### src/rtl/axi_tx_arbiter_pkg.sv
// Shared constants and helpers for the PCIe AXI-Stream TX path.
// Stream widths, arbiter state encoding and a constant-foldable ceil(log2).
package axi_tx_arbiter_pkg;

  localparam int AXIS_DATA_W = 128;
  localparam int AXIS_USER_W = 4;

  typedef enum logic [0:0] {
    ST_IDLE = 1'b0,
    ST_XFER = 1'b1
  } arbState_e;

  // Smallest r with 2**r >= value; used to size index fields from parameters.
  function automatic int clog2(input int value);
    int r;
    r = 0;
    for (int i = 0; i < 31; i++) begin
      if ((1 << i) < value) r = i + 1;
    end
    return r;
  endfunction

endpackage

### src/rtl/axi_skid_reg.sv
// Two-entry pipeline stage with registered ready on the input side and
// registered valid/data on the output side; shared by TX-side blocks.
module axi_skid_reg #(
  parameter int W = 8
) (
  input  logic         clk,
  input  logic         rst,
  input  logic [W-1:0] inData_i,
  input  logic         inValid_i,
  output logic         inReady_o,
  output logic [W-1:0] outData_o,
  output logic         outValid_o,
  input  logic         outReady_i
);

  logic [W-1:0] head_q, head_d;
  logic [W-1:0] tail_q, tail_d;
  logic [1:0]   count_q, count_d;
  logic         ready_q;
  logic         valid_q;
  logic         push;
  logic         pop;

  // Head always feeds the output; tail only fills while the head is stalled.
  always_comb begin
    push    = inValid_i & ready_q;
    pop     = valid_q & outReady_i;
    head_d  = head_q;
    tail_d  = tail_q;
    count_d = count_q;
    case (count_q)
      2'd0: begin
        if (push) begin
          head_d  = inData_i;
          count_d = 2'd1;
        end
      end
      2'd1: begin
        if (push && pop) begin
          head_d = inData_i;
        end else if (push) begin
          tail_d  = inData_i;
          count_d = 2'd2;
        end else if (pop) begin
          count_d = 2'd0;
        end
      end
      default: begin
        if (pop) begin
          head_d  = tail_q;
          count_d = 2'd1;
        end
      end
    endcase
  end

  always_ff @(posedge clk) begin
    if (rst) begin
      head_q  <= '0;
      tail_q  <= '0;
      count_q <= 2'd0;
      ready_q <= 1'b1;
      valid_q <= 1'b0;
    end else begin
      head_q  <= head_d;
      tail_q  <= tail_d;
      count_q <= count_d;
      ready_q <= (count_d != 2'd2);
      valid_q <= (count_d != 2'd0);
    end
  end

  assign inReady_o  = ready_q;
  assign outData_o  = head_q;
  assign outValid_o = valid_q;

endmodule

### src/rtl/axi_tx_arbiter.sv
// Packet-level round-robin arbiter sharing one AXI-Stream TX port between
// N_REQ requesters; a grant is held from first beat until tlast is accepted.
module axi_tx_arbiter
  import axi_tx_arbiter_pkg::*;
#(
  parameter int N_REQ  = 4,
  parameter int DATA_W = AXIS_DATA_W,
  parameter int USER_W = AXIS_USER_W,
  parameter int IDX_W  = clog2(N_REQ)
) (
  input  logic                    clk,
  input  logic                    rst,
  input  logic [N_REQ-1:0]        req_en,
  input  logic [N_REQ*DATA_W-1:0] s_axis_tx_tdata,
  input  logic [N_REQ*USER_W-1:0] s_axis_tx_tuser,
  input  logic [N_REQ-1:0]        s_axis_tx_tlast,
  input  logic [N_REQ-1:0]        s_axis_tx_tvalid,
  output logic [N_REQ-1:0]        s_axis_tx_tready,
  output logic [DATA_W-1:0]       m_axis_tx_tdata,
  output logic [USER_W-1:0]       m_axis_tx_tuser,
  output logic                    m_axis_tx_tlast,
  output logic                    m_axis_tx_tvalid,
  input  logic                    m_axis_tx_tready,
  output logic                    grant_valid,
  output logic [IDX_W-1:0]        grant_idx,
  output logic [15:0]             pkt_count
);

  localparam int SKID_W = USER_W + 1 + DATA_W;

  arbState_e          state_q;
  logic [IDX_W-1:0]   grant_q;
  logic [IDX_W-1:0]   lastGrant_q;
  logic               grantValid_q;
  logic [15:0]        pktCount_q;
  logic [N_REQ-1:0]   cand;
  logic [SKID_W-1:0]  skidInData;
  logic [SKID_W-1:0]  skidOutData;
  logic               skidInValid;
  logic               skidInReady;
  logic               inAccept;
  logic               inLast;
  logic               mLastBeat;

  // First requester in cand after 'last', wrapping modulo N_REQ.
  function automatic logic [IDX_W-1:0] rrPick(input logic [N_REQ-1:0] req,
                                              input logic [IDX_W-1:0] last);
    logic [IDX_W-1:0] pick;
    logic             found;
    int               idx;
    pick  = '0;
    found = 1'b0;
    for (int k = 1; k <= N_REQ; k++) begin
      idx = (int'(last) + k) % N_REQ;
      if (!found && req[idx]) begin
        pick  = IDX_W'(idx);
        found = 1'b1;
      end
    end
    return pick;
  endfunction

  // Only the locked requester is routed into the skid while a TLP is open.
  always_comb begin
    cand             = s_axis_tx_tvalid & req_en;
    s_axis_tx_tready = '0;
    skidInValid      = 1'b0;
    skidInData       = {s_axis_tx_tuser[int'(grant_q)*USER_W +: USER_W],
                        s_axis_tx_tlast[grant_q],
                        s_axis_tx_tdata[int'(grant_q)*DATA_W +: DATA_W]};
    if (state_q == ST_XFER) begin
      s_axis_tx_tready[grant_q] = skidInReady;
      skidInValid               = s_axis_tx_tvalid[grant_q];
    end
    inAccept  = skidInValid & skidInReady;
    inLast    = s_axis_tx_tlast[grant_q];
    mLastBeat = m_axis_tx_tvalid & m_axis_tx_tready & m_axis_tx_tlast;
  end

  always_ff @(posedge clk) begin
    if (rst) begin
      state_q      <= ST_IDLE;
      grant_q      <= '0;
      grantValid_q <= 1'b0;
      lastGrant_q  <= IDX_W'(N_REQ - 1);
      pktCount_q   <= 16'h0000;
    end else begin
      if (mLastBeat) pktCount_q <= pktCount_q + 16'd1;
      case (state_q)
        ST_IDLE: begin
          if (|cand) begin
            state_q      <= ST_XFER;
            grant_q      <= rrPick(cand, lastGrant_q);
            grantValid_q <= 1'b1;
          end
        end
        default: begin
          if (inAccept && inLast) begin
            state_q      <= ST_IDLE;
            grantValid_q <= 1'b0;
            lastGrant_q  <= grant_q;
          end
        end
      endcase
    end
  end

  axi_skid_reg #(
    .W(SKID_W)
  ) u_skid (
    .clk        (clk),
    .rst        (rst),
    .inData_i   (skidInData),
    .inValid_i  (skidInValid),
    .inReady_o  (skidInReady),
    .outData_o  (skidOutData),
    .outValid_o (m_axis_tx_tvalid),
    .outReady_i (m_axis_tx_tready)
  );

  assign {m_axis_tx_tuser, m_axis_tx_tlast, m_axis_tx_tdata} = skidOutData;
  assign grant_valid = grantValid_q;
  assign grant_idx   = grant_q;
  assign pkt_count   = pktCount_q;

endmodule

### config.mk
export PLATFORM = sky130hd
export DESIGN_NAME = axi_tx_arbiter
export DESIGN_NICKNAME = d
export VERILOG_FILES = /design/src/rtl/axi_tx_arbiter_pkg.sv /design/src/rtl/axi_skid_reg.sv /design/src/rtl/axi_tx_arbiter.sv
export SDC_FILE = /design/constraint.sdc
export NUM_CORES = 1
export LEC_CHECK = 0
export ABC_AREA = 0
export CAP_MARGIN = 20
export CORE_AREA = 2 2 275 277
export DETAILED_ROUTE_END_ITERATION = 6
export DIE_AREA = 0 0 277 279
export PLACE_DENSITY = 0.57
export SLEW_MARGIN = 20
export SYNTH_ARGS = -nofsm -noshare
export SYNTH_HDL_FRONTEND = slang
export SYNTH_SLANG_ARGS = --single-unit
### constraint.sdc
create_clock -name clk -period 2.3 [get_ports clk]
set_clock_uncertainty 0.1 [all_clocks]
set_input_delay 0.46 -clock clk [delete_from_list [all_inputs] [get_ports clk]]
set_output_delay 0.46 -clock clk [all_outputs]
set_load 0.03 [all_outputs]
; Word level (Yosys, flattened, before mapping)
; Cells that the tools add are included.
[totals]
regBits = 292
in_bits = 543
out_inout_bits = 157
elab_cells = 114
[op_classes]
n_addsub = 5
n_lt_le_gt_ge = 6
n_eq_ne = 5
shift = 2
muxes = 52
n_bitwise = 11
reduce_logical = 23
[ops]
columns = operator, count
row1 = 512-bit by 10-bit variable part select with 128-bit output, 1
row2 = 133-bit 2-to-1 mux, 3
row3 = 133-bit case mux with 2 select lines, 1
row4 = 1-bit 2-to-1 mux, 30
row5 = 2-bit 2-to-1 mux, 9
row6 = 16-bit by 1-bit adder with 16-bit output (second input constant), 1
row7 = 3-bit by 4-bit < comparator with 1-bit output (second input constant), 4
row8 = 16-bit by 5-bit variable part select with 4-bit output, 1
row9 = 1-bit binary-select mux with 2-bit select, 6
row10 = 4-bit bitwise AND, 2
row11 = 2-bit OR reduction, 4
row12 = 1-bit logical AND, 6
row13 = 2-bit AND reduction, 3
row14 = 3-bit AND reduction, 2
row15 = 2-bit by 1-bit adder with 2-bit output (second input constant), 2
row16 = 2-bit adder (second input constant), 2
row17 = 1-bit bitwise AND (first input constant), 4
row18 = 4-bit 2-to-1 mux, 1
row19 = 2-bit by 1-bit inequality test with 1-bit output (second input constant), 2
row20 = 2-bit inequality test (second input constant), 2
row21 = 2-bit case mux with 2 select lines, 1
row22 = 2-bit nonzero test, 2
row23 = 4-bit OR reduction, 1
row24 = 1-bit bitwise AND, 3
row25 = other kinds (8), 11

; Longest topological paths before layout
[depth]
ltp_word = 25
mapped_depth = 7

; Hierarchy
; A second synthesis with hierarchy kept.
[hier_totals]
hier_cells = 1498
area_unflattened_um2 = 16702.3
[by_module_without_submodules]
columns = module, instances, cells_per_inst, area_per_inst_um2
row1 = axi_skid_reg, 1, 1203, 12464.5
row2 = axi_tx_arbiter, 1, 295, 4237.8

; Least setup slack after synthesis
; Ideal clock, no wire load.
[synth_timing]
path_type = register to output
from = register grant_q[0] (netlist: grant_idx[0])
to = output port s_axis_tx_tready[1]
arrival_ns = 1.580
t_required_ns = 1.740
path_slack_ns = 0.160
stages_incl_launch_ff = 6
path_buffers = 3
path_cell_list = dfxtp_1 > buf_4 > buf_4 > buf_6 > inv_1 > nor2_1
[synth_between]
elab_chain_cells = 6
word_cells_on_any_way = 7
[synth_lines]
columns = element, line
row1 = start: declaration, axi_tx_arbiter.sv:32  ; logic [IDX_W-1:0] grant_q;
row2 = start signal: assignment, axi_tx_arbiter.sv:93  ; grant_q <= rrPick(cand, lastGrant_q);
row3 = 2-bit by 3-bit < comparator with 1-bit output (implied by the code) or 2-bit by 1-bit greater-or-equal comparator with 1-bit output (tied branches), axi_tx_arbiter.sv:72  ; s_axis_tx_tready[grant_q] = skidInReady;
row4 = 1-bit logical AND (implied by the code), axi_tx_arbiter.sv:72
row5 = 1-bit 2-to-1 mux (implied by the code), axi_tx_arbiter.sv:72
row6 = 1-bit demux with 2-bit select *, axi_tx_arbiter.sv:72
row7 = 4-bit bitwise AND (no line) *, --
row8 = 4-bit 2-to-1 mux *, axi_tx_arbiter.sv:71  ; if (state_q == ST_XFER) begin
row9 = end: declaration, axi_tx_arbiter.sv:18  ; output logic [N_REQ-1:0] s_axis_tx_tready,
; Mark *: on every way between the ends. The rest lies on a longest branch, timed or not.

; Worst setup path after layout
[layout_timing]
from = register u_skid.head_q[88] (netlist: u_skid.outData_o[88])
to = output port m_axis_tx_tdata[88]
[layout_lines]
columns = element, line
row1 = start: declaration, axi_skid_reg.sv:16  ; logic [W-1:0] head_q, head_d;
row2 = start signal: assignment, axi_skid_reg.sv:59  ; head_q <= '0;
row3 = start signal: assignment, axi_skid_reg.sv:65  ; head_q <= head_d;
row4 = end: declaration, axi_tx_arbiter.sv:19  ; output logic [DATA_W-1:0] m_axis_tx_tdata,
; No word-level cell between the ends.

==> results.md <==
Route:
- The DRC violations left is 0.
- Summed over all layers, the routed wires come to between 60 and 70 mm.
- Dividing the detail-routed via count by the number of cells gives roughly 4.8.
- The number of violations reported at the end of detailed-routing iteration 0 is 702.
- The first-pass detailed-route iteration total is 5.
- Across all layers, the routed design uses 14800 vias.
- The number of antenna-violating nets in the routed design is 0.
- After detailed routing, the average wire length per cell comes to 20.3 um.

GRT:
- The number of antenna violations at the first check in global routing is 2.
- Across every metal layer, demand over resource in global routing totals 0.157.
- Entering global routing, the biggest net connects 69 pins.
- The number of global-route vias before repair came to around 16000.
- The total grt overflow is 0.
- The first-pass GRT wire length is between 90 and 100 mm.

Placed design:
- The detailed placer's ending HPWL is 48.6 mm.
- The global placement routability congestion is 0.915.
- The number of cells after detailed placement is 3043.
- Before CTS, the worst setup slack after placement is -0.168 ns.
- The count of buffers from port buffering is 699.

Setup path:
- Of all nets on the critical path, the largest fanout is 2.
- The startpoint class of the critical path is a flop.
- The highest-delay cell along the critical path is clkdlybuf4s50_1.
- STA puts the critical path data required time at 1.74 ns.
- Measured in cells, the most critical reg-to-reg path has a length of 5.
- The number of buffers and inverters on the critical path is 1.
- For this run, the slowest stage of the critical path takes 0.79 ns.
- The cell family contributing the most delay on the critical path is buffers and inverters.
- Data arrives at the worst endpoint at between 1.5 and 2 ns.
- The setup path with the least slack is of type flop to primary output.
- The sort of element at the end of the critical path is a primary output.
- The critical path goes through clkdlybuf4s50_1.
- The path length in cells of the critical path is 1.

CTS:
- The buffer count from post-CTS setup fixing is 0.
- Counting the buffers created by CTS gives 36.
- The number of H-tree levels is 2.
- For this design, the CTS-stage hold fixing added 0 buffers.
- The clock net in this run drives a total of 292 sinks.
- The clock passes through at most 3 buffers.
- The TritonCTS clock tree is done.
- The clock root buffer is clkbuf_16.
- The total of cells resized after clock tree synthesis is 15.
- The clock-pin slew reported for the worst setup and hold paths after clock tree synthesis is 0.06 ns.
- The clock latency on the worst-skew pair is 0.55 ns.

Timing:
- The worst path meets setup with 0.0471 ns of slack.
- Setup repair after global routing left no endpoint under its margin.
- The final number of max-transition violations is 0.
- The maximum operating frequency is 444 MHz.
- The shortest period the worst path allows is 2.25 ns.
- For the pin with the worst max-slew slack, the measured transition is 0.771 ns.
- Across all hold checks on the routed design, the worst slack comes to 0.123 ns.
- Setup violations remaining at the end of the flow were counted as 0.
- The worst max-slew margin expressed relative to the limit is 0.486.
- The final critical-path share of the clock period is 0.980.
- The hold violation total from the final report came to 0.

Floorplan:
- The floorplan step defined a die boundary enclosing 0.0773 mm2.
- The floorplan step set the die height to about 280 um.
- In this run the core area contains 100 standard-cell rows.
- The number of primary I/O pins is 700.
- The initial utilization of the core area, before any placement, comes to 0.206.
- Measured along the x axis, the die boundary spans 277 um.
- The core area is ~0.074 mm2.

Synthesis:
- The async set-reset flop share out of synthesis is 0.
- In the post-synthesis netlist, the cell with the most instances is dfxtp_1.
- Counting flops and latches in the post-synthesis netlist gives around 290.
- Counting flops with a built-in enable in the synthesized netlist gives 0.
- The cell taking the most area after synthesis is dfxtp_1.
- Of the synthesized area, sequential elements account for 0.383.
- Counting instances in the post-synthesis netlist gives the leading cell types as dfxtp_1, a21oi_1, nand3_1, o21ai_0, mux2i_1.
- In this run, distinct cell masters in the synthesized netlist total 56.
- The cell area that synthesis handed to floorplanning was 0.0153 mm2.
- Averaged over all synthesized cells, the footprint is 11.1 um2.
- The number of warning messages in the yosys log is 0.
- Synthesis produced 1377 cells.
- The predominant post-synthesis flop cell is dfxtp_1.
- The share of synthesized area in the top cell type comes to 0.383.
- Counting every net in the synthesized netlist gives 1921.
- Yosys attributes the largest share of cell area to dfxtp_1, mux4_2, mux2i_1.

Final layout:
- The number of standard cells in the layout, taps in and fillers out is 3105.
- Summing all multi-input logic gate instances after layout gives 0.00870 mm2.
- The synthesis-to-layout area growth is 66.5%.
- The post-route core utilization is 0.344.
- The layout filler cell count is 7272.
- The number of nets at the end of the flow is 2656.
- The fraction of final layout cells with drive strength greater than 1 is 0.193.
- The register area is 0.00585 mm2.

Worst hold path:
- The min-delay analysis places its worst path in the category input pin to flop.
- The worst hold path depth is 2.

Outcome:
- The flow ran to the end, and the final reports show no timing, DRC or antenna violations.

Pwr:
- The leakage power is ~0.0095 uW.
- Across the VDD grid, the largest voltage drop is 384 uV.
- Dividing total power by cell area gives a power density of 660 mW/mm2.

Run:
- The number of max-cap violations is 0.
[worst paths after layout]
| path | from | endpoint | slack (ns) |
|---|---|---|---|
| max | u_skid.outData_o[88] | m_axis_tx_tdata[88] | 0.05 |
| min | rst | pkt_count[11] | 0.12 |
| max reg2reg | grant_idx[0] | u_skid.outData_o[43] | 0.21 |
| min reg2reg | u_skid.outData_o[26] | u_skid.outData_o[26] | 0.36 |
[sequential cells by signal, summed over array words and instances (netlist names)]
| register | count |
|---|---|
| grant_idx | 2 |
| grant_valid | 1 |
| lastGrant_q | 2 |
| pkt_count | 16 |
| state_q | 1 |
| u_skid.count_q | 2 |
| u_skid.inReady_o | 1 |
| u_skid.outData_o | 133 |
| u_skid.outValid_o | 1 |
| u_skid.tail_q | 133 |
[per-layer routing]
layer  routed length [um]  GRT usage
met1                25200      0.181
met2                32000      0.286
met3                 3960     0.0355
met4                 1840     0.0523
met5                   12          0
[through the flow]
stage / total power, uW / setup TNS, ns / cell area (um2)
after global placement: 11300 / -20.00 / 24300
after global routing: 17600 / 0 / 25400
after floorplan: 8570 / 0 / 15300
after detailed placement: 11400 / -26.48 / 24300
after CTS: 17100 / 0 / 25400
final: 16800 / 0 / 25400
[placed cells by master (no fill, tap or decap), drive strengths merged, types with 2 or more instances in the layout]
cell and instances:
and4 2, nand3 144, o221ai 2, inv 6, mux4 132, o21ai 142
or3 3, nor4 4, dlymetal6s2s 3, nand4 4, a31oi 4, nor2 26
clkdlybuf4s50 676, xnor2 4, o2bb2ai 133, nor2b 3, clkbuf 54, clkinv 5
nor3 3, a21o 2, nand2 11, dfxtp 292, buf 154, a21oi 144
mux2i 139, xor2 5, dlygate4sd2 14, mux2 5
[logic make-up (layout without fill, tap and decap cells)]
group / after synthesis / after routing / synth area share
AO/OA/AOI/OAI: 438 / 438 / 0.202
flip-flops: 292 / 292 / 0.383
multiplexers: 276 / 276 / 0.291
AND/OR/NAND/NOR: 205 / 205 / 0.0680
buffers and inverters: 156 / 914 / 0.0504
XOR/XNOR: 9 / 9 / 0.00516
adder cells (fa/ha/maj): 1 / 1 / 0.000819
other: 0 / 1 / 0
[worst register-to-register path, stage by stage, from the launching register on]
cell	delay, ns
dfxtp_4	0.44
buf_12	0.24
buf_4	0.29
mux4_2	0.56
mux2i_1	0.23
o2bb2ai_1	0.10
[power breakdown]
group	total, uW	internal [uW]	switching, uW
sequential	5650	5400	249
combinational	5560	2810	2750
clock	5590	3330	2260
[cell type report]
cell class                 instances  share of cell area
clock inverter                     8             0.00413
sequential                       292               0.230
clock buffer                      53              0.0418
tap                              969              0.0476
antenna                            1           0.0000983
multi-input combinational        929               0.342
timing repair buffer             848               0.333
inverter                           5             0.00103
Note: power is estimated with default switching activity, not from simulation.
